`src/rtl/tile_store_sched.sv`:
```
// Walks C in TILE_SIZE tiles, issuing one store per filled ping-pong bank; start follows wr_done by 3 cycles.
// Backpressure: bank_avail drops at 2 pending banks; waits on st_wr_done before moving on.
module tile_store_sched #(
  parameter int TILE_SIZE  = 8,
  parameter int ADDR_W     = 32,
  parameter int DIM_W      = 16,
  parameter int ELEM_BYTES = 4
) (
  input  logic                 clk,
  input  logic                 srst,
  input  logic                 job_start,
  input  logic [DIM_W-1:0]     job_n,
  input  logic [DIM_W-1:0]     job_m,
  input  logic [ADDR_W-1:0]    job_base_c,
  output logic                 busy,
  output logic                 done,
  output logic                 err,
  output logic [2*DIM_W-1:0]   tiles_done,
  input  logic                 tile_ready,
  output logic                 bank_avail,
  output logic                 st_start_store,
  output logic [ADDR_W-1:0]    st_base_c_addr,
  output logic [31:0]          st_stride_c_row_bytes,
  output logic [DIM_W-1:0]     st_i0,
  output logic [DIM_W-1:0]     st_j0,
  output logic [3:0]           st_n_eff,
  output logic [3:0]           st_m_eff,
  input  logic                 st_wr_done
);

  typedef enum logic [2:0] {
    IDLE, WAIT_TILE, ISSUE, WAIT_DONE, ADVANCE, FINISH
  } state_t;

  localparam logic [DIM_W:0]     TILE_X = (DIM_W+1)'(TILE_SIZE);
  localparam logic [2*DIM_W-1:0] TD_ONE = (2*DIM_W)'(1);

  state_t             state, state_nxt;
  logic [1:0]         pending;
  logic [DIM_W-1:0]   n_r, m_r;
  logic [DIM_W:0]     i_nxt, j_nxt;
  logic               last_col, last_row, job_zero;

  // One extra bit keeps the edge test exact for dimensions near 2^DIM_W.
  function automatic logic [3:0] edge_eff(input logic [DIM_W-1:0] dim,
                                          input logic [DIM_W-1:0] org);
    logic [DIM_W:0] rem;
    rem = {1'b0, dim} - {1'b0, org};
    return (rem >= TILE_X) ? 4'(TILE_SIZE) : rem[3:0];
  endfunction

  assign i_nxt      = {1'b0, st_i0} + TILE_X;
  assign j_nxt      = {1'b0, st_j0} + TILE_X;
  assign last_col   = j_nxt >= {1'b0, m_r};
  assign last_row   = i_nxt >= {1'b0, n_r};
  assign job_zero   = (job_n == '0) || (job_m == '0);
  assign bank_avail = pending < 2'd2;

  always_ff @(posedge clk) begin
    if (srst) state <= IDLE;
    else      state <= state_nxt;
  end

  always_comb begin
    state_nxt      = state;
    st_start_store = 1'b0;
    done           = 1'b0;
    busy           = 1'b0;
    unique case (state)
      IDLE:      if (job_start) state_nxt = job_zero ? FINISH : WAIT_TILE;
      WAIT_TILE: begin
        busy = 1'b1;
        if (pending != 2'd0) state_nxt = ISSUE;
      end
      ISSUE: begin
        busy           = 1'b1;
        st_start_store = 1'b1;
        state_nxt      = WAIT_DONE;
      end
      WAIT_DONE: begin
        busy = 1'b1;
        if (st_wr_done) state_nxt = ADVANCE;
      end
      ADVANCE: begin
        busy      = 1'b1;
        state_nxt = (last_col && last_row) ? FINISH : WAIT_TILE;
      end
      FINISH: begin
        done      = 1'b1;
        state_nxt = IDLE;
      end
      default: state_nxt = IDLE;
    endcase
  end

  always_ff @(posedge clk) begin
    if (srst) begin
      pending               <= 2'd0;
      err                   <= 1'b0;
      tiles_done            <= '0;
      n_r                   <= '0;
      m_r                   <= '0;
      st_base_c_addr        <= '0;
      st_stride_c_row_bytes <= '0;
      st_i0                 <= '0;
      st_j0                 <= '0;
      st_n_eff              <= '0;
      st_m_eff              <= '0;
    end else begin
      unique case (state)
        IDLE: if (job_start) begin
          tiles_done <= '0;
          err        <= 1'b0;
          if (!job_zero) begin
            n_r                   <= job_n;
            m_r                   <= job_m;
            st_base_c_addr        <= job_base_c;
            st_stride_c_row_bytes <= 32'(job_m) * 32'(ELEM_BYTES);
            st_i0                 <= '0;
            st_j0                 <= '0;
            st_n_eff              <= edge_eff(job_n, '0);
            st_m_eff              <= edge_eff(job_m, '0);
          end
        end
        WAIT_DONE: if (st_wr_done) tiles_done <= tiles_done + TD_ONE;
        ADVANCE: if (!(last_col && last_row)) begin
          if (last_col) begin
            st_j0    <= '0;
            st_i0    <= i_nxt[DIM_W-1:0];
            st_n_eff <= edge_eff(n_r, i_nxt[DIM_W-1:0]);
            st_m_eff <= edge_eff(m_r, '0);
          end else begin
            st_j0    <= j_nxt[DIM_W-1:0];
            st_m_eff <= edge_eff(m_r, j_nxt[DIM_W-1:0]);
          end
        end
        // Leftover banks at the end of a real job mean the producer over-filled.
        FINISH: if (tiles_done != '0 && pending != 2'd0) err <= 1'b1;
        default: ;
      endcase

      if (st_wr_done && state != WAIT_DONE) err <= 1'b1;

      if (tile_ready && !st_start_store) begin
        if (pending == 2'd2) err <= 1'b1;
        else                 pending <= pending + 2'd1;
      end else if (!tile_ready && st_start_store) begin
        pending <= pending - 2'd1;
      end
    end
  end

endmodule
```
`config.mk`:
```
export PLATFORM = sky130hd
export DESIGN_NAME = tile_store_sched
export DESIGN_NICKNAME = d
export VERILOG_FILES = /design/src/rtl/tile_store_sched.sv
export SDC_FILE = /design/constraint.sdc
export NUM_CORES = 1
export LEC_CHECK = 0
export CAP_MARGIN = 10
export CORE_MARGIN = 10
export CORE_UTILIZATION = 50
export DETAILED_ROUTE_END_ITERATION = 8
export PLACE_DENSITY = 0.81
export SYNTH_ARGS = -nofsm -noshare
export SYNTH_HDL_FRONTEND = slang
export SYNTH_SLANG_ARGS = --single-unit
```
`constraint.sdc`:
```
create_clock -name clk -period 4.6 [get_ports clk]
set_input_delay 0.92 -clock clk [delete_from_list [all_inputs] [get_ports clk]]
set_output_delay 0.92 -clock clk [all_outputs]
set_load 0.05 [all_outputs]
```
### Word-level counts from Yosys, hierarchy flattened

Cells that the tools add are included.

* register bits: 142
* bits of input ports: 69
* output and inout port bits: 141
* logic and storage cells: 108

* add/sub/neg operators: 7
* $lt $le $gt $ge: 8
* equal/unequal tests: 14
* multiplexer cells: 44
* bitwise logic cells: 1
* reduce and logical (&&, ||, !) cells: 23

Operators with widths (number)
* $mux 16: 6
* $mux 32: 2
* $pmux 16 s2: 2
* $pmux 32 s2: 1
* $mux 4: 13
* $ge 16x4->1 const B: 3
* $add 16x4->17 const B: 2
* $ge 17x16->1: 2
* $ge 17x4->1 const B: 2
* $sub 16x16->17: 2
* $add 32x1->32 const B: 1
* $logic_not 16->1: 2
* $reduce_bool 32->1: 1
* $pmux 4 s2: 2
* $mux 3: 5
* $pmux 3 s5: 1
* $ne 2x2->1 const B: 7
* $reduce_and 3->1: 3
* $mux 1: 8
* $reduce_bool 2->1: 4
* $eq 3x2->1 const B: 2
* $eq 3x3->1 const B: 2
* $mux 2: 3
* $logic_and 1x1->1: 5
* other kinds (15): 16

### Depth between registers and ports, before layout

* depth after elaboration: 7
* gate-level depth with buffers: 19
* depth with buffers taken out: 16

### Worst setup path before layout

OpenSTA, ideal clock, no wires.

* path type: reg-to-reg
* from: register st_i0[3]
* to: register st_n_eff[3]
* setup time: 0.132 ns
* arrival time: 3.872 ns
* data required time: 4.468 ns
* path slack: 0.596 ns
* cell stages (with the launch flop): 18
* path buffers: 1
* period minus slack after synthesis: 4.004 ns
* cell sequence: dfxtp_1 > ha_1 > and3_1 > and3_1 > clkbuf_1 > nand3_1 > nor2_1 > xnor2_1 > inv_1 > ha_1 > nand2_1 > o21ai_0 > nand2_1 > or3_1 > o32a_1 > a2111oi_4 > or3_4 > a21oi_2

* longest elaborated chain between the ends: 7
* elaborated cells on any way between the ends: 11
* classes of those cells: 2 x add/sub; 2 x order compare; 1 x eq/ne; 4 x mux; 2 x reduce/logical

RTL lines
* from (decl): line 24 `output logic [DIM_W-1:0] st_i0,`
* from (signal assigned): line 129 `st_i0 <= i_nxt[DIM_W-1:0];`
* $add 16x4->17 *: line 52 `assign i_nxt = {1'b0, st_i0} + TILE_X;`
* $sub 16x16->17: line 48 `rem = {1'b0, dim} - {1'b0, org};`
* $ge 17x4->1: line 49 `return (rem >= TILE_X) ? 4'(TILE_SIZE) : rem[3:0];`
* $mux 4: line 49
* $mux 4: line 127 `if (last_col) begin`
* $mux 4: line 126 `ADVANCE: if (!(last_col && last_row)) begin`
* $pmux 4 s2: line 110 `unique case (state)`
* to (signal assigned): line 121 `st_n_eff <= edge_eff(job_n, '0);`
* to (signal assigned): line 130 `st_n_eff <= edge_eff(n_r, i_nxt[DIM_W-1:0]);`
* to (decl): line 26 `output logic [3:0] st_n_eff,`

Mark *: on every way between the ends. The rest lies on a longest branch, timed or not. The select of a mux whose other input is x is not followed.
A chain may end at the register's enable or synchronous reset.

### Worst setup path after layout

Ends and elaborated chain as after synthesis.

==> metrics.yaml <==
area_growth_pct: 30.0
worst_pin_slew_ns: 0.748
initial_core_util: 0.511
setup_viol: 0
ys_types: 79
synth_edf_count: 0
clkTransAtPathRegs_ns: 0.06
drv_cap: 0
slew_headroom: 0.501
synth_largest_area_cell: "dfxtp_1"
cp.required_ns: 4.89
num_rows: 47
worst_skew_pair.late_latency_ns: 0.43
dpl_worst_slack_ns: 0.329
grt_start_max_net_pins: 66
tns_ns: 0
ys_ff_latch: 136
cts_sinks: 136
diodes: 0
synth_flop_cell: "dfxtp_1"
drt_wl_total_um: 26200
worst_setup_path_end_kind: "register"
ys_warn_count: 0
layout_commonest_cell: "nand2_1"
fmax_mhz: 246
drtIter0Drc: 534
fp.dieH_um: 150
io_pins: 210
synth_area_sq_mm: 0.00848
fin_skew_ns: 0.0132
dr.pass1.iters: 5
cts-htree-levels: 4
antenna_found_initial: 0
gp_congestion: 0.998
status: "completed"
cts_root_buf: "clkbuf_16"
vias_per_cell: 5.60
async_reset_ff_frac: 0
drv_slew: 0
power_density_mw_per_mm2: 378
finalCritPeriodShare: 0.884
cts_hold_buffers: 0
final_cell_mix: "nand2_1 (188), clkdlybuf4s50_1 (186), dfxtp_1 (136)"
synthCells: 1105
fin_ws_ns: 0.535
ir_worst_vdd_v: 0.000290
post-route-drc-count: 0
clockBufferDepth: 2
overflow: 0
path_class: "register to register"
cp_max_fo: 7
die_w_um: 150
coreArea_sq_mm: 0.0166
cts_tree: "done"
synth_area_leaders: "dfxtp_1 (32%), ha_1 (8.9%), nand2_1 (8.3%), a21oi_1 (7.3%), inv_1 (3.3%)"
vias: 8441
postRouteAntennaNets: 0
cp-start-kind: "register"
finalNetCount: 1403
dieArea_sq_mm: 0.0226
grt_usage: 0.223
grt_pass1_wl_um: 41000
power.leakage_uw: 0.00430
rsz0062_at_grt: "false"
min_path_type: "register to register"
cts_setup_buffers: 0
drive_above_1_share: 0.0583
place_hpwl_um: 19100
portBuffers: 187
drt-wirelength-per-cell_um: 17.4
synth_top_area_share: 0.321
period_minus_slack_ns: 4.06
cts_buffers: 17
yosysSeqAreaShare: 0.321
hold_viol: 0
grt_pass1_vias: 7881
syn_avg_cell_area_sq_um: 7.67
cp.arrival_ns: 4.36
## registers in the layout (all words and copies together), names as in the netlist
signal	count
err	1
st_m_eff	4
n_r	16
st_n_eff	4
state	3
st_base_c_addr	32
m_r	16
st_i0	13
pending	2
st_j0	13
tiles_done	32
## worst max-delay path, stage by stage (launching register included)
cell and delay, ns:
dfxtp_1 0.44, ha_1 0.26, and3_1 0.21, and3_1 0.28, nand3_1 0.21, nor2_1 0.18, xnor2_1 0.15, inv_1 0.08
ha_1 0.36, a21oi_1 0.22, a2bb2oi_1 0.31, nand4_1 0.14, nor4_1 0.30, o2111ai_1 0.21, a2111oi_4 0.32, or3_4 0.20
a21oi_2 0.04
## Yosys cell counts (3+ instances only)
master / instances
nor3_1: 18
a21oi_1: 124
inv_1: 75
o211ai_1: 7
o31ai_1: 3
a21oi_2: 6
nor4_1: 16
clkbuf_1: 32
dfxtp_1: 136
a211o_1: 4
buf_6: 3
a22oi_1: 8
and4_1: 7
o22a_1: 3
mux2i_1: 6
xnor2_1: 28
a221oi_1: 3
nand2b_1: 7
nor2_1: 72
nor2b_1: 6
nand4b_1: 5
nand2_1: 188
nor3b_1: 4
a311oi_1: 4
o221ai_1: 4
nand4_1: 16
o21ai_0: 37
buf_4: 24
a2111oi_0: 5
o2111ai_1: 3
or3_1: 20
a21o_1: 12
buf_2: 11
and2_1: 6
a211oi_1: 7
o21a_1: 4
nand3_1: 36
and3_1: 16
ha_1: 60
or2_2: 3
buf_1: 3
a31oi_1: 6
xor2_1: 24
## layout make-up
type / count / area, sq um
Fill cell: 1441 / 5560
Clock buffer: 19 / 443
Tap cell: 220 / 275
Multi-Input combinational cell: 844 / 5170
Sequential cell: 136 / 2720
Clock inverter: 13 / 159
Timing Repair Buffer: 200 / 1970
Inverter: 75 / 282
## path summary, 6_finish.rpt
check / slack [ns] / depth (start not counted) / to / startpoint
max: 0.54 / 16 / st_n_eff[3] / st_i0[3]
min: 0.45 / 2 / st_base_c_addr[26] / st_base_c_addr[26]
max reg2reg: 0.54 / 16 / st_n_eff[3] / st_i0[3]
min reg2reg: 0.45 / 2 / st_base_c_addr[26] / st_base_c_addr[26]
## repair_timing
action	in CTS	in global routing
endpoints found under the setup margin	0	9
endpoints found under the hold margin	0	0
gates resized for setup	0	1
## kinds of logic after synthesis
logic type	after synthesis	share of synthesized area
buffers and inverters	149	0.0810
flip-flops	136	0.321
XOR/XNOR	52	0.0537
multiplexers	7	0.00841
adder cells (fa/ha/maj)	60	0.0885
AO/OA/AOI/OAI	263	0.200
AND/OR/NAND/NOR	436	0.247
other	2	0.000886
## metrics by stage
stage                     instance area, sq um   util  instances  hold slack [ns]  power, uW
after floorplan                           8570      -       1129            0.444       2370
after global placement                   10400  0.628       1475            0.440       2740
after detailed placement                 10400  0.628       1475            0.446       2760
after CTS                                11000  0.664       1507            0.454       4170
after global routing                     11000  0.665       1507            0.472       4350
final                                    11000  0.665       1507            0.451       4160
## where the power goes
group	internal (uW)	switching, uW
registers	1270	86.9
clock network	828	583
logic	492	907
## per-layer routing
| layer | track usage | vias to the layer above | share of wire |
|---|---|---|---|
| li1 | - | 4149 | - |
| met3 | 0.0834 | 42 | 0.11 |
| met4 | 0.0709 | 0 | 0.018 |
| met1 | 0.273 | 3897 | 0.42 |
| met5 | 0 | - | 0 |
| met2 | 0.356 | 353 | 0.45 |
Power figures use the tool's default switching activity.
